**src/rtl/diferential_muxpga_array.sv**
```systemverilog
// rtl/diferential_muxpga_array.sv - mux-FPGA fabric: serial nibble config chain, ALU cells, readback window, RUN mode
module diferential_muxpga_array #(
    parameter int ROWS = 5,
    parameter int COLS = 3,
    parameter int B    = 4
) (
    input  logic           clk,
    input  logic           reset,
    input  logic [1:0]     cmd,
    input  logic [B-1:0]   din,
    output logic [2*B-1:0] dout,
    output logic           busy
);

    localparam int NCELL = (ROWS - 1) * COLS;
    localparam int NCFG  = 2 * NCELL;
    localparam int PW    = (NCELL > 1) ? $clog2(NCELL) : 1;
    localparam logic [31:0] NCELL_U = NCELL;

    typedef enum logic [1:0] {
        CMD_CFG_SHIFT = 2'd0,
        CMD_STEP      = 2'd1,
        CMD_SELECT    = 2'd2,
        CMD_RUN       = 2'd3
    } cmd_e;

    logic [3:0]     r_cfg [NCFG];
    logic [B-1:0]   r_q   [NCELL];
    logic [B-1:0]   w_res [NCELL];
    logic [PW-1:0]  r_rb_ptr;
    logic [PW-1:0]  w_rb_nxt;
    logic [B-1:0]   r_rcnt;
    logic [2*B-1:0] w_tail;
    cmd_e           w_cmd;

    function automatic logic [B-1:0] f_sel(input logic [1:0] s, input logic [B-1:0] n,
                                           input logic [B-1:0] so, input logic [B-1:0] w,
                                           input logic [B-1:0] e);
        case (s)
            2'd0:    return n;
            2'd1:    return so;
            2'd2:    return w;
            default: return e;
        endcase
    endfunction

    function automatic logic [B-1:0] f_alu(input logic [3:0] op, input logic [B-1:0] a,
                                           input logic [B-1:0] b, input logic [B-1:0] cur);
        case (op)
            4'd0:    return a | b;
            4'd1:    return a & b;
            4'd2:    return a;
            4'd3:    return b;
            4'd4:    return a ^ b;
            4'd5:    return a + b;
            4'd6:    return a - b;
            4'd7:    return ~a;
            4'd8:    return {a[B-2:0], a[B-1]};
            4'd9:    return a >> 1;
            4'd10:   return ~(a & b);
            4'd11:   return {B{a == b}};
            default: return cur;
        endcase
    endfunction

    // Each cell sees only pre-step q values, so all cells update in lockstep.
    for (genvar r = 1; r < ROWS; r++) begin : g_row
        for (genvar c = 0; c < COLS; c++) begin : g_col
            localparam int K  = (r - 1) * COLS + c;
            localparam int KW = (r - 1) * COLS + (c + COLS - 1) % COLS;
            localparam int KE = (r - 1) * COLS + (c + 1) % COLS;
            logic [B-1:0] w_n;
            logic [B-1:0] w_s;
            logic [B-1:0] w_in1;
            logic [B-1:0] w_in2;

            if (r == 1) begin : g_n_din
                assign w_n = din;
            end else begin : g_n_cell
                assign w_n = r_q[K-COLS];
            end

            if (r == ROWS - 1) begin : g_s_din
                assign w_s = din;
            end else begin : g_s_cell
                assign w_s = r_q[K+COLS];
            end

            assign w_in1    = f_sel(r_cfg[2*K][1:0], w_n, w_s, r_q[KW], r_q[KE]);
            assign w_in2    = f_sel(r_cfg[2*K][3:2], w_n, w_s, r_q[KW], r_q[KE]);
            assign w_res[K] = f_alu(r_cfg[2*K+1], w_in1, w_in2, r_q[K]);
        end
    end

    assign w_cmd = cmd_e'(cmd);
    assign busy  = (r_rcnt != '0);

    always_comb begin
        w_rb_nxt = (r_rb_ptr == PW'(NCELL - 1)) ? '0 : r_rb_ptr + PW'(1);
        w_tail = '0;
        w_tail[B+3:B] = r_cfg[NCFG-1];
        if (busy || w_cmd != CMD_CFG_SHIFT) begin
            dout = {r_q[r_rb_ptr], r_q[w_rb_nxt]};
        end else begin
            dout = w_tail;
        end
    end

    always_ff @(posedge clk or negedge reset) begin
        if (!reset) begin
            r_cfg    <= '{default: '0};
            r_q      <= '{default: '0};
            r_rb_ptr <= '0;
            r_rcnt   <= '0;
        end else if (busy) begin
            r_q    <= w_res;
            r_rcnt <= r_rcnt - B'(1);
        end else begin
            case (w_cmd)
                CMD_CFG_SHIFT: begin
                    for (int i = NCFG - 1; i > 0; i--) begin
                        r_cfg[i] <= r_cfg[i-1];
                    end
                    r_cfg[0] <= din[3:0];
                end
                CMD_STEP: r_q <= w_res;
                CMD_SELECT: begin
                    if (32'(din) < NCELL_U) begin
                        r_rb_ptr <= din[PW-1:0];
                    end
                end
                default: r_rcnt <= din;
            endcase
        end
    end

endmodule
```
**config.mk**
```make
export PLATFORM = sky130hd
export DESIGN_NAME = diferential_muxpga_array
export DESIGN_NICKNAME = d
export VERILOG_FILES = /design/src/rtl/diferential_muxpga_array.sv
export SDC_FILE = /design/constraint.sdc
export NUM_CORES = 1
export LEC_CHECK = 0
export CORE_ASPECT_RATIO = 0.5
export CORE_MARGIN = 2
export CORE_UTILIZATION = 52
export CTS_CLUSTER_SIZE = 16
export DETAILED_ROUTE_END_ITERATION = 8
export PLACE_DENSITY = 0.68
export SLEW_MARGIN = 20
export SYNTH_ARGS = -nofsm -noshare
export SYNTH_HDL_FRONTEND = slang
export SYNTH_SLANG_ARGS = --single-unit
```
**constraint.sdc**
```tcl
create_clock -name clk -period 4.3 [get_ports clk]
set_clock_uncertainty 0.2 [all_clocks]
set_input_delay 0.86 -clock clk [delete_from_list [all_inputs] [get_ports clk]]
set_output_delay 0.86 -clock clk [all_outputs]
set_load 0.02 [all_outputs]
```
---- Yosys cells after proc, flatten, opt, wreduce, memory -nomap -nowiden ----
Index checks and enable logic that the tools add are counted.
word-level totals
  register bits after elaboration ......... 152
  input port bits ......................... 8
  logic and storage cells ................. 418
cells by class
  add/subtract/negate cells ............... 26
  magnitude comparators ................... 3
  eq/ne operators ......................... 196
  mux-type cells .......................... 48
  bitwise logic cells ..................... 63
  reductions and logical operators ........ 44
operator list
  operator             number
  $pmux 4 s12          12
  $pmux 4 s3           24
  $eq 4x4->1 const B   49
  $eq 4x3->1 const B   48
  $eq 4x2->1 const B   24
  $mux 48              2
  $not 4->4            24
  $eq 2x1->1 const B   25
  $eq 2x2->1 const B   25
  $logic_not 2->1      25
  $add 4x4->4          12
  $and 4x4->4          12
  $eq 4x1->1 const B   12
  $eq 4x4->1           12
  $logic_not 4->1      12
  $or 4x4->4           12
  $sub 4x4->4          12
  $xor 4x4->4          12
  $bmux 4 s4           2
  $mux 4               7
  $ge 5x5->1 const B   2
  $not 4->5            2
  $mux 8               1
  $add 4x1->4 const B  1
  10 further kinds     11

---- Logic depth before layout (Yosys ltp) ----
  depth after elaboration ................. 7
  depth in mapped cells ................... 12

---- Least setup slack after synthesis ----
Ideal clock, no wire load.
  path type ............................... reg-to-output
  start point ............................. register r_rcnt[0]
  end point ............................... output port dout[6]
  arrival ................................. 2334 ps
  data required time ...................... 3240 ps
  path slack .............................. 906 ps
  cell stages (with the launch flop) ...... 9
  cells stage by stage .................... dfrtp_1 -> inv_1 -> ha_1 -> or3b_1 -> buf_2 -> or3_1 -> clkbuf_1 -> clkbuf_1 -> a21oi_1
on the way
  longest elaborated chain between the ends .. 3
ends and longest elaborated chain
  element                   RTL line  text
  start: declaration        32        logic [B-1:0] r_rcnt;
  start signal: assignment  117       r_rcnt <= r_rcnt - B'(1);
  start signal: assignment  132       default: r_rcnt <= din;
  $reduce_bool 4->1         96        assign busy = (r_rcnt != '0);
  net busy                  12        output logic busy
  $logic_or 1x1->1          102       if (busy || w_cmd != CMD_CFG_SHIFT) begin
  $mux 8                    102
  end: declaration          11        output logic [2*B-1:0] dout,
The timed path passes the listed nets, and every way through them passes these cells.

---- Worst setup path in the final report ----
  start point ............................. register r_rb_ptr[1]
  end point ............................... output port dout[5]
on the way
  longest elaborated chain between the ends .. 5
ends and longest elaborated chain
  element                                    RTL line  text
  start: declaration                         30        logic [PW-1:0] r_rb_ptr;
  start signal: assignment                   129       r_rb_ptr <= din[PW-1:0];
  $not 4->5 (not written as such)            103       dout = {r_q[r_rb_ptr], r_q[w_rb_nxt]};
  $bmux 4 s4                                 103
  $mux 4 (not written as such) (2 in a row)  103
  $mux 8                                     102
Every way passes these cells. The select of a mux whose other input is x is not followed.

==> impl_metrics.toml <==
[worst_setup_path]
regToRegEndpoint = "g_row[2].g_col[2].w_s[0]"
critPathMaxStageDelay_ns = 0.58
cp.buffers_inverters = 2
cp_slowest_cell = "clkdlybuf4s50_1"
worstPathArrival_ns = 3.04
rr_worst_depth = 7
critical_path_class = "register to primary output"
cp_max_fo = 14
r2r_slack_ns = 0.58
startpoint_type = "register"
cp.required_ns = 3.24
r2r-start = "g_row[2].g_col[0].w_s[1]"
critPathTopFamily = "multiplexers"
cp-end-kind = "primary output"
crit_chain = "buf_4 > mux4_2 > mux2i_1 > nor2_1 > a311oi_1 > a21oi_1 > clkdlybuf4s50_1"

[final_layout]
fill_cells = 2976
final_layout_size_suffix_gt1_share_pct = 11.4
nets = 2138
layout_common_cells = "nand2_1, inv_1, ha_1, o21ai_0, dfrtp_1"
antenna_cells = 0
final_common_cell = "nand2_1"
instances_no_fill = 2390
syn_to_final_growth_pct = 6.03

[worst_hold_path]
hp-class = "primary input to async pin"

[global_routing]
grt_usage_pct = 30.7
grt_first_pass_wirelength_um = 85200
overflow = 0
grt_max_degree = 70
grt_pass1_vias = 15301
antenna_found_initial = 0

[timing]
fmax_ghz = 0.244
drv_slew = 0
slew_headroom_pct = 38.3
fin_crit_sh_pct = 95.3
setup_tns_ns = 0
fin_crit_ns = 4.10
finalHoldViolations = 0
setup_viol = 0
rsz0062_at_grt = "no"
worstMarginPinSlew_ns = 0.917
holdWs_ns = 0.153

[clock_network]
clk_path_buf_depth = 2
clock-sinks = 152
clk_pin_slew_ns = 0.07
post-cts-setup-buffers = 0
cts-resized-gates = 0
ctsHoldBuffers = 0
cts_tree = "yes"
htreeDepth = 4
cts_inserted_buffers = 17
clock_latency_ns = 0.47
cts_root_buf = "clkbuf_16"

[drt]
wire_per_inst_um = 22.3
vias_per_cell = 6.66
vias = 15918
ant_nets = 0
drc_errors = 0
routed_wirelength_um = 53200
first_pass_iters = 5
first_iter_violations = 2230

[die]
fp.dieW_um = 263
coreArea_um2 = 33000
dieHeight_um = 134
die_area_um2 = 35100
initial_utilization_pct = 52.8
num_rows = 47
pin_count = 17

[yosys]
ys_seq_elements = 152
ys_top_cells_by_area = "dfrtp_1, mux4_2, ha_1"
synth_fp_nets = 2221
yosys.cell_types.count = 76
seq_area_frac_synth_pct = 21.8
synth_area_um2 = 17400
ys_async_sr_fraction_pct = 100
synth_top_area_share_pct = 21.8
synthesis.instances = 2021
yosys.area.top_type = "dfrtp_1"
avgSynthCellArea_um2 = 8.63
synthFlopType = "dfrtp_1"
synth_edf_count = 0
yosys_warnings = 0

[run_status]
status = "complete, no violations"

[placement]
gp_congestion = 0.967
dp.cells = 2360
hpwl_um = 38400
io_buffer_count = 16

[run]
max_cap_viol_count = 0
how the worst max path moves through the flow:
stage                     start  slack (ns)  cells past startpoint                  endpoint
global placement         din[0]        0.37                     12  g_row[2].g_col[2].w_n[1]
floorplan             r_rcnt[0]        0.91                      8                   dout[6]
CTS                 r_rb_ptr[0]        0.10                      5                   dout[2]
finish              r_rb_ptr[1]        0.20                      7                   dout[5]
detailed placement       din[0]        0.32                     12  g_row[2].g_col[2].w_n[1]
global route          r_rcnt[0]        0.09                      7                   dout[4]
layer usage:
layer | routed length [µm] | track usage [%]
met4 | 1360 | 9.97
met5 | 0 | 0
met3 | 5540 | 6.82
met2 | 23900 | 48.3
met1 | 22400 | 42.5
final cells by class:
class	instances	area, µm²	area share, %
well taps	441	552	2.98
clock inverters	12	201	1.09
clock buffers	18	439	2.37
multi-input cells	1541	12400	67.0
flip-flops and latches	152	3800	20.6
inverters	176	661	3.57
repair buffers	50	442	2.39
metrics by stage:
step | setup slack [ns] | util (%) | cell area, µm²
after floorplan | 0.906 | - | 17400
after global placement | 0.366 | 54.0 | 17900
after detailed placement | 0.315 | 54.0 | 17900
after CTS | 0.102 | 56.0 | 18500
after global routing | 0.0866 | 56.0 | 18500
final | 0.201 | 56.0 | 18500
synthesized netlist by cell type (24+ instances only):
master	number
nand2_1	295
nor2_1	80
clkbuf_1	129
a21oi_1	135
mux4_2	116
mux2i_1	45
fa_1	24
o21ai_0	164
ha_1	168
nand3_1	71
nand2b_1	30
o22ai_1	26
a31oi_1	28
dfrtp_1	152
inv_1	173
logic make-up after synthesis:
family	share of synthesized area [%]
AOI/OAI and AO/OA	20.7
muxes	19.0
xor gates and xnor gates	1.05
buffers and inverters	7.22
adders and majority gates	14.8
DFF	21.8
and+or+nand+nor	15.4
state kept, by name, summed over array words and instances, names as in the netlist:
register	cells
r_rb_ptr	4
g_row.g_col.w_s	36
r_rcnt	4
g_row.g_col.w_n	12
r_cfg	96
Power is left out: the tool's default activity adds up to more than one toggle a clock period on the data nets, which glitch-free logic cannot reach.
